==> config.mk <==
export PLATFORM = sky130hd
export DESIGN_NAME = seq_mag_cmp
export DESIGN_NICKNAME = d
export VERILOG_FILES = /design/src/rtl/seq_mag_cmp.sv
export SDC_FILE = /design/constraint.sdc
export NUM_CORES = 1
export LEC_CHECK = 0
export CELL_PAD_IN_SITES_DETAIL_PLACEMENT = 1
export CELL_PAD_IN_SITES_GLOBAL_PLACEMENT = 2
export CORE_ASPECT_RATIO = 1.4
export CORE_MARGIN = 1.5
export CORE_UTILIZATION = 31
export CTS_CLUSTER_SIZE = 10
export DETAILED_ROUTE_END_ITERATION = 6
export PLACE_DENSITY = 0.8
export SYNTH_ARGS = -nofsm -noshare
export SYNTH_HDL_FRONTEND = slang
export SYNTH_SLANG_ARGS = --single-unit
==> constraint.sdc <==
create_clock -name clk -period 4.7 [get_ports clk]
set_clock_uncertainty 0.05 [all_clocks]
set_input_delay 0.705 -clock clk [delete_from_list [all_inputs] [get_ports clk]]
set_output_delay 0.705 -clock clk [all_outputs]
set_load 0.02 [all_outputs]
==> src/rtl/seq_mag_cmp.sv <==
// seq_mag_cmp: iterative magnitude comparator.
// Compares two WIDTH-bit operands CHUNK bits per clock, most-significant
// chunk first, and stops at the first chunk that differs. Two's-complement
// operands are handled by flipping the sign bit of both operands at capture
// time, after which the scan is a plain unsigned compare.
module seq_mag_cmp #(
    parameter  int WIDTH  = 64,
    parameter  int CHUNK  = 8,
    localparam int NCHUNK = WIDTH / CHUNK,
    localparam int CW     = $clog2(NCHUNK) + 1
) (
    input  logic             clk,
    input  logic             rst,
    input  logic             start,
    input  logic             sgn,
    input  logic [WIDTH-1:0] P,
    input  logic [WIDTH-1:0] Q,
    output logic             busy,
    output logic             done,
    output logic             OPGTQ,
    output logic             OPEQQ,
    output logic             OPLTQ,
    output logic [CW-1:0]    cycles
);

    // Chunk index width; at least one bit so a single-chunk build still has a register.
    localparam int            IW      = (NCHUNK > 1) ? $clog2(NCHUNK) : 1;
    localparam logic [IW-1:0] IDX_TOP = IW'(NCHUNK - 1);
    localparam logic [CW-1:0] CYC_ALL = CW'(NCHUNK);

    typedef enum logic [1:0] {
        ST_IDLE = 2'd0,
        ST_SCAN = 2'd1,
        ST_DONE = 2'd2
    } state_t;

    // ------------------------------------------------------------------
    // Helpers
    // ------------------------------------------------------------------

    // Flip the sign bit when comparing signed values: this maps the
    // two's-complement range monotonically onto the unsigned range.
    function automatic logic [WIDTH-1:0] bias_operand(
        input logic [WIDTH-1:0] v,
        input logic             is_signed
    );
        logic [WIDTH-1:0] r;
        r          = v;
        r[WIDTH-1] = v[WIDTH-1] ^ is_signed;
        return r;
    endfunction

    // Select chunk i of v; written as a constant-offset mux so every slice is static.
    function automatic logic [CHUNK-1:0] chunk_sel(
        input logic [WIDTH-1:0] v,
        input logic [IW-1:0]    i
    );
        logic [CHUNK-1:0] r;
        r = '0;
        for (int k = 0; k < NCHUNK; k++) begin
            if (i == IW'(k)) begin
                r = v[k*CHUNK +: CHUNK];
            end else begin
                r = r;
            end
        end
        return r;
    endfunction

    // ------------------------------------------------------------------
    // Declarations
    // ------------------------------------------------------------------
    state_t           state_r;
    state_t           state_nx_s;

    logic [WIDTH-1:0] p_r;
    logic [WIDTH-1:0] q_r;
    logic [IW-1:0]    idx_r;
    logic [CW-1:0]    cnt_r;

    logic             accept_s;
    logic [CHUNK-1:0] p_chunk_s;
    logic [CHUNK-1:0] q_chunk_s;
    logic             chunk_gt_s;
    logic             chunk_lt_s;
    logic             last_s;
    logic [CW-1:0]    cnt_inc_s;

    logic             busy_r;
    logic             done_r;
    logic             gt_r;
    logic             eq_r;
    logic             lt_r;
    logic [CW-1:0]    cycles_r;

    logic             busy_nx_s;
    logic             done_nx_s;
    logic             gt_nx_s;
    logic             eq_nx_s;
    logic             lt_nx_s;
    logic [CW-1:0]    cycles_nx_s;

    // A request is taken whenever no scan is running, including the DONE cycle.
    assign accept_s = start & (state_r != ST_SCAN);

    // Compare the chunk currently pointed to and work out the running count.
    always_comb begin
        p_chunk_s  = chunk_sel(p_r, idx_r);
        q_chunk_s  = chunk_sel(q_r, idx_r);
        chunk_gt_s = (p_chunk_s > q_chunk_s);
        chunk_lt_s = (p_chunk_s < q_chunk_s);
        last_s     = (idx_r == '0);
        cnt_inc_s  = cnt_r + CW'(1'b1);
    end

    // ------------------------------------------------------------------
    // FSM
    // ------------------------------------------------------------------

    // State register.
    always_ff @(posedge clk or posedge rst) begin
        if (rst) begin
            state_r <= ST_IDLE;
        end else begin
            state_r <= state_nx_s;
        end
    end

    // Next-state logic: scan until a chunk differs or chunk 0 has been compared.
    always_comb begin
        state_nx_s = state_r;
        case (state_r)
            ST_IDLE: begin
                if (accept_s) begin
                    state_nx_s = ST_SCAN;
                end else begin
                    state_nx_s = ST_IDLE;
                end
            end
            ST_SCAN: begin
                if (chunk_gt_s || chunk_lt_s || last_s) begin
                    state_nx_s = ST_DONE;
                end else begin
                    state_nx_s = ST_SCAN;
                end
            end
            ST_DONE: begin
                if (accept_s) begin
                    state_nx_s = ST_SCAN;
                end else begin
                    state_nx_s = ST_IDLE;
                end
            end
            default: begin
                state_nx_s = ST_IDLE;
            end
        endcase
    end

    // Output logic: next values of the registered status and result outputs.
    always_comb begin
        busy_nx_s   = (state_nx_s == ST_SCAN);
        done_nx_s   = (state_nx_s == ST_DONE);
        gt_nx_s     = gt_r;
        eq_nx_s     = eq_r;
        lt_nx_s     = lt_r;
        cycles_nx_s = cycles_r;
        if ((state_r == ST_SCAN) && (state_nx_s == ST_DONE)) begin
            if (chunk_gt_s) begin
                gt_nx_s     = 1'b1;
                eq_nx_s     = 1'b0;
                lt_nx_s     = 1'b0;
                cycles_nx_s = cnt_inc_s;
            end else if (chunk_lt_s) begin
                gt_nx_s     = 1'b0;
                eq_nx_s     = 1'b0;
                lt_nx_s     = 1'b1;
                cycles_nx_s = cnt_inc_s;
            end else begin
                gt_nx_s     = 1'b0;
                eq_nx_s     = 1'b1;
                lt_nx_s     = 1'b0;
                cycles_nx_s = CYC_ALL;
            end
        end else begin
            // Results are held from one done pulse to the next.
            gt_nx_s     = gt_r;
            eq_nx_s     = eq_r;
            lt_nx_s     = lt_r;
            cycles_nx_s = cycles_r;
        end
    end

    // Output registers: no input reaches an output without passing a flop.
    always_ff @(posedge clk or posedge rst) begin
        if (rst) begin
            busy_r   <= 1'b0;
            done_r   <= 1'b0;
            gt_r     <= 1'b0;
            eq_r     <= 1'b0;
            lt_r     <= 1'b0;
            cycles_r <= '0;
        end else begin
            busy_r   <= busy_nx_s;
            done_r   <= done_nx_s;
            gt_r     <= gt_nx_s;
            eq_r     <= eq_nx_s;
            lt_r     <= lt_nx_s;
            cycles_r <= cycles_nx_s;
        end
    end

    // ------------------------------------------------------------------
    // Datapath
    // ------------------------------------------------------------------

    // Operand capture on acceptance, then chunk pointer and count advance during the scan.
    always_ff @(posedge clk or posedge rst) begin
        if (rst) begin
            p_r   <= '0;
            q_r   <= '0;
            idx_r <= '0;
            cnt_r <= '0;
        end else if (accept_s) begin
            p_r   <= bias_operand(P, sgn);
            q_r   <= bias_operand(Q, sgn);
            idx_r <= IDX_TOP;
            cnt_r <= '0;
        end else if (state_r == ST_SCAN) begin
            cnt_r <= cnt_inc_s;
            if (state_nx_s == ST_SCAN) begin
                idx_r <= idx_r - IW'(1'b1);
            end else begin
                idx_r <= idx_r;
            end
        end else begin
            p_r   <= p_r;
            q_r   <= q_r;
            idx_r <= idx_r;
            cnt_r <= cnt_r;
        end
    end

    assign busy   = busy_r;
    assign done   = done_r;
    assign OPGTQ  = gt_r;
    assign OPEQQ  = eq_r;
    assign OPLTQ  = lt_r;
    assign cycles = cycles_r;

endmodule

==> reports/qor.csv <==
stage;metric;value;unit
run_status;outcome;completed;
yosys;Post-Syn Nets;731;
drt;DRC Markers;0;
global_route;routing usage on met2;0.3338;
clocking;CTS max path bufs;2;
power_and_ir_drop;Logic pwr share;0.200;
layout;Final Cell Area;9271;um^2
clocking;clock slew at the register clock pins of the worst setup and hold paths;0.06;ns
layout;Seq. cell area;3654;um^2
placed_design;placed insts;990;
worst_setup_path;WS Path Type;register to register;
hold_path;critical hold path startpoint;q_r[0];
power_and_ir_drop;Sw Ratio;0.2696;
worst_setup_path;Critical R2R Capture;OPLTQ;
power_and_ir_drop;sequential share of power;0.427;
timing;Setup violations, final;0;
floorplanning;initial core utilization;0.3173;
floorplanning;chip height;180.6;um
worst_setup_path;critical path required time;4.96;ns
layout;Multi-input gate area;3075;um^2
power_and_ir_drop;Lkg Pwr;3.780;nW
clocking;post-cts resize count;0;
yosys;Yosys cell types;47;
global_route;first-pass GRT wire length;32610;um
clocking;worst skew pair latency;0.43;ns
yosys;syn avg cell area;11.94;um^2
worst_setup_path;Worst R2R Start;idx_r[1];
worst_setup_path;Crit Path Max Fanout;13;
yosys;Yosys Warn Count;0;
worst_setup_path;Buf/Inv on CP;1;
drt;post-route ant nets;0;
placed_design;DP Area;8658;um^2
floorplanning;die area;23460;um^2
timing;minimum clock period;4.127;ns
power_and_ir_drop;sw power;1.022;mW
drt;overall routed net length;20710;um
timing;WHS;0.4538;ns
worst_setup_path;CP max-delay cell;ha_1;
drt;DRC marker count from the first detailed-route iteration;205;
timing;relative slew slack;0.3220;
placed_design;DP HPWL;15190;um
power_and_ir_drop;peak supply drop;0.2486;mV
clocking;TritonCTS clock tree;yes;
placed_design;Buffers on Ports;140;
floorplanning;die width;129.9;um
clocking;H-tree levels;4;
hold_path;Worst Hold End;q_r[0];
layout;fin nets;858;
global_route;largest net degree at the start of global routing;77;
timing;fmax;0.2423;GHz
power_and_ir_drop;Cell Pwr Density;408.8;nW/um^2
yosys;post-synthesis cell area;6987;um^2
drt;DRT Pass-1 Iters;4;
worst_setup_path;largest stage delay on the critical path;0.56;ns
layout;commonest non-fill, non-tap cell in the layout;dfrtp_1;
layout;most frequent cells in the layout;146 x dfrtp_1, 140 x clkdlybuf4s50_1, 126 x mux2_2;
floorplanning;Rows;64;
timing;period utilization;0.8781;
yosys;flops & latches, synth;146;
power_and_ir_drop;internal power;2.768;mW
worst_setup_path;Worst Setup Start Kind;register;
layout;Util after Layout;0.4210;
layout;# diodes;0;
worst_setup_path;worst path cell trace;inv_1, ha_1, nand2b_2, nor2_2, a211oi_1, o31ai_1, a22o_1, ha_1, a21oi_1, o21a_1, a31oi_4, a21o_4, a22o_1;
drt;via count;5128;
run;Max-Cap Viols;0;
clocking;Sink Count;146;
timing;RSZ-0062 raised after global routing;no;
global_route;number of global-route vias before repair;5879;
hold_path;worst hold path cell count;1;
yosys;Seq/Total Area, Yosys;0.5229;
clocking;Num CTS Buffers;17;
layout;share of post-route cells with drive strength above 1;0.2417;
timing;Hold Vio Cnt, Final;0;
hold_path;HP Class;register to register;
global_route;global routing usage on met1;0.2185;
floorplanning;Placeable Area;22020;um^2
layout;fillcell total;2354;
clocking;postcts setup bufs;0;
timing;setup TNS;0;ns
global_route;initial antenna violation count;0;
drt;via density per instance;5.023;
global_route;met3 Usage GRT;0.02672;
worst_setup_path;Reg2Reg Depth;13;
floorplanning;io pins;141;
global_route;remaining global-route overflow;0;
layout;Area Overhead vs Synth;32.70;%
timing;Slew @ Worst Pin;1.017;ns
yosys;Syn Inst Count;585;
power_and_ir_drop;Clock power frac;0.373;
placed_design;routability cong.;0.7950;
global_route;most used routing layer;met2;
clocking;root buf cell;clkbuf_16;
worst_setup_path;r2r setup slk;0.57;ns
clocking;hold buffer count at cts;0;
drt;WL/cell;20.28;um
timing;Max Slew Vio Count;0;
worst_setup_path;Arrival @ worst endpoint;4.39;ns
global_route;gr usage total;0.1852;
worst_setup_path;Setup crit end kind;register;
worst_setup_path;CP delay by family, top;compound AO/OA/AOI/OAI gates;
layout;Post-Layout Cell Count;1021;
==> area by class of cell <==
class / count / area share
multi-input combinational: 381 / 0.3317
tap: 297 / 0.04008
sequential: 146 / 0.3941
inverter: 19 / 0.008502
timing repair buffer: 147 / 0.1595
clock inverter: 8 / 0.01350
clock buffer: 23 / 0.05263
==> cells by family after synthesis <==
family / count (synthesis) / share of synthesized area
multiplexers: 126 / 0.2031
buffers and inverters: 58 / 0.03868
AND/OR/NAND/NOR: 91 / 0.06537
adder cells (fa/ha/maj): 14 / 0.02507
AO/OA/AOI/OAI: 146 / 0.1399
XOR/XNOR: 4 / 0.005015
flip-flops: 146 / 0.5229
==> layer usage <==
layer,wire [um],share of wire,up-vias
met5,0,0,-
met4,479,0.023,0
met3,654,0.032,30
met2,11110,0.54,116
met1,8465,0.41,2626
li1,-,-,2356
==> how the worst max path moves through the flow <==
stage,slack (ns),startpoint,endpoint,depth (start not counted)
3_3_place_gp,0.79,idx_r[1],cycles[3],14
3_5_place_dp,0.58,idx_r[1],idx_r[0],13
4_1_cts,0.55,idx_r[1],idx_r[0],13
5_1_grt,0.34,idx_r[1],idx_r[0],13
2_1_floorplan,0.02,rst,OPEQQ,1
6_report,0.57,idx_r[1],OPLTQ,13
==> through the flow <==
stage	worst slack, ns	power [mW]
after detailed placement	0.5819	2.402
after global placement	0.7926	2.360
final	0.5729	3.790
after floorplan	0.02202	2.050
after global routing	0.3370	3.961
after CTS	0.5519	3.824
==> power groups by stage <==
stage / combinational, mW / clock (mW) / sequential, mW
after floorplan: 0.463 / 0 / 1.59
final: 0.757 / 1.42 / 1.62
after global routing: 0.831 / 1.49 / 1.64
after CTS: 0.768 / 1.44 / 1.62
after detailed placement: 0.762 / 0 / 1.64
after global placement: 0.731 / 0 / 1.63
==> flip-flops by register name, summed over array words and instances (netlist names) <==
register / flops
busy: 1
p_r: 64
OPLTQ: 1
OPGTQ: 1
state_r: 2
cnt_r: 4
OPEQQ: 1
idx_r: 3
done: 1
q_r: 64
cycles: 4
==> synth_stat cells, drive strengths merged <==
master   number  share of area
a21o          2         0.0032
buf          25          0.021
xnor2         2         0.0025
nand3         4         0.0029
o21a          1         0.0011
a31oi         1         0.0030
nand4         2         0.0018
nand2b        3         0.0030
o21ai        29          0.021
a221oi        4         0.0050
o2111a        1         0.0016
a41o          1         0.0014
and2          1        0.00090
nand3b        1         0.0011
o2bb2ai       1         0.0013
o22a          1         0.0013
nand2        33          0.018
clkbuf       14         0.0075
a22o          8          0.010
ha           14          0.025
nor2b        29          0.026
or2           1         0.0013
o211ai        2         0.0029
a21oi        43          0.031
nor2         12         0.0068
inv          19          0.011
a2bb2oi       1         0.0013
o311ai        1         0.0013
xor2          2         0.0025
o22ai         4         0.0036
a22oi        21          0.023
a211oi       11          0.012
mux2        126           0.20
nor3          5         0.0036
a221o         4         0.0057
dfrtp       146           0.52
o31ai        10          0.011
Power figures use the tool's default switching activity.
==> RTL edit (config.mk and constraints unchanged) <==
Change the parameter `WIDTH` from 64 to 32.
--- a/src/rtl/seq_mag_cmp.sv
+++ b/src/rtl/seq_mag_cmp.sv
@@ -4,7 +4,7 @@
 // operands are handled by flipping the sign bit of both operands at capture
 // time, after which the scan is a plain unsigned compare.
 module seq_mag_cmp #(
-    parameter  int WIDTH  = 64,
+    parameter  int WIDTH  = 32,
     parameter  int CHUNK  = 8,
     localparam int NCHUNK = WIDTH / CHUNK,
     localparam int CW     = $clog2(NCHUNK) + 1
Interface: changed (resized P, Q and cycles); port bits go from 141 to 76. The function was not compared with the original's and may differ.
==> RTL edit against the original RTL <==
  * Area after synthesis is 46% lower
  * Sequential cell count is 67 lower
  * Global-route usage is 3.1 points lower
  * Power is 40% lower
  * Combinational power is 11% lower
  * Final area is 47% lower
  * Worst setup slack better by 380 ps
  * Wire length is 55% lower
  * Critical path type unchanged
  * Largest power group unchanged
  * Highest routed layer unchanged
==> RTL edit: results (changes against the original RTL) <==
Finish
  • Top Registers: p_r: 32 flops, q_r: 32 flops (was p_r: 64 flops, q_r: 64 flops)
  • Layout cell share with drive strength beyond 1: 0.232 (was 0.242)
  • Fill cells: 1298 (was 2354)
  • Fin nets: 468 (was 858)
  • N_diodes: 0 (unchanged)

Critical path
  • Worst-case reg-to-reg path depth: 13 (unchanged)
  • Reg-to-reg startpoint: idx_r[0] (was idx_r[1])
  • Kind of critical path: register to register (unchanged)
  • Reg2Reg Setup Slack: 950 ps (was 570 ps)
  • Setup crit end kind: register (unchanged)
  • WP data arrival: 3940 ps (was 4390 ps)
  • Crit-path max FO: 16 (was 13)
  • Worst r2r dst: idx_r[0] (was OPLTQ)

Place
  • Placed Area: 0.00464 mm² (was 0.00866 mm²)
  • Routability Congestion: 0.840 (was 0.795)
  • Port buffer count: 75 (was 140)
  • Hpwl dp: 7.18 mm (was 15.2 mm)

Drt
  • Pre-antenna DRT Iters: 4 (unchanged)
  • Drt initial violations: 71 (was 205)
  • Antenna-violating nets left: 0 (unchanged)
  • DRT Wirelength: 9.40 mm (was 20.7 mm)
  • Via count: 2706 (was 5128)

Clock network
  • Post-CTS setup buffer count: 0 (unchanged)
  • Total CTS buffers: 9 (was 17)
  • Clock Latency Late Sink: 330 ps (was 430 ps)
  • # H-tree levels: 3 (was 4)
  • Clk root buf: clkbuf_16 (unchanged)
  • CTS Buffer Depth: 2 (unchanged)
  • Resized Gates After CTS: 0 (unchanged)
  • Hold buffers post-CTS: 0 (unchanged)
  • Clk slew on worst S/H paths: 60 ps (about the same)

Global route
  • Initial antenna violation count: 0 (unchanged)
  • Vias in the first global route: 3020 (was 5879)
  • Largest net degree at the start of global routing: 46 (was 77)
  • Gr usage total: 0.154 (was 0.185)
  • First-pass GRT wire length: 15.5 mm (was 32.6 mm)

Synth
  • Syn. warnings: 0 (unchanged)
  • Seq/Total Area, Yosys: 0.519 (was 0.523)
  • Async SR Flop Fraction: 1.00 (unchanged)
  • Commonest cells in the netlist: dfrtp_1, mux2_2, a21oi_1 (unchanged)
  • Synth Net Count: 399 (was 731)
  • Yosys cell types: 38 (was 47)
  • Ranking of synthesized cells by area: dfrtp_1, mux2_2, ha_1 (was dfrtp_1, mux2_2, a21oi_1)

Power
  • Max rail drop VDD: 0.000206 V (was 0.000249 V)
  • Sequential power share: 0.387 (was 0.427)
  • Clk pwr share: 0.318 (was 0.373)
  • Sw Ratio: 0.307 (was 0.270)
  • Lkg Pwr: 2.01 nW (was 3.78 nW)

Hold path
  • WHS Endpoint: p_r[31] (was q_r[0])
  • Worst hold path cell count: 2 (was 1)
  • Hold Crit Start: p_r[31] (was q_r[0])
  • Hold Path Class: register to register (unchanged)

Outcome
  • Outcome: finished, final reports clean (unchanged)

Timing
  • Slew margin rel.: 0.336 (was 0.322)
  • Hold_ws: 436 ps (was 454 ps)
==> RTL edit: cell types whose count changed in the layout (fill, tap and decap cells not counted), moves of 9 or more <==
cell	unedited run	this run
mux2_2	126	62
o21ai_0	29	16
inv_1	17	6
a21oi_1	42	29
o31ai_1	10	1
dfrtp_1	146	79
a22oi_1	21	1
clkdlybuf4s50_1	140	75
a211oi_1	11	0
nor2b_1	28	9
==> RTL edit: layout make-up <==
type                       instances  share of cell area
sequential                        79               0.399
multi-input combinational        212               0.341
timing repair buffer              77               0.155
clock buffer                      12              0.0478
tap                              147              0.0372
clock inverter                     4              0.0142
inverter                           8             0.00607
==> RTL edit: per-layer routing <==
layer,routed length [µm],vias up,track usage
met5,0,-,0
met4,179,0,0.0612
met3,260,9,0.0344
met2,5290,51,0.290
met1,3670,1375,0.167
li1,-,1271,-
==> RTL edit: critical path: stages (launching register included) <==
cell and delay, ps:
dfrtp_1 440, inv_1 120, ha_1 600, nor2b_1 560, a221oi_1 200, nor3_1 230, a21oi_1 90, ha_1 380
o21ai_0 110, a21oi_2 240, o31ai_4 120, o21ai_4 180, inv_2 100, o31ai_2 220
==> RTL edit: metrics by stage <==
stage | utilization | power, W | worst slack (ps) | std cells
after floorplan | - | 0.00134 | 1920 | 318
after global placement | 0.391 | 0.00154 | 1180 | 523
after detailed placement | 0.391 | 0.00158 | 985 | 523
after CTS | 0.417 | 0.00231 | 963 | 539
after global routing | 0.417 | 0.00241 | 671 | 539
final | 0.417 | 0.00227 | 953 | 539
==> RTL edit: cells by family after synthesis <==
group	after synthesis	synth area share
adders and majority gates	13	0.0427
DFF	79	0.519
and+or+nand+nor	67	0.0917
muxes	62	0.183
xor gates and xnor gates	3	0.00690
AOI/OAI and AO/OA	67	0.118
buffers and inverters	27	0.0381
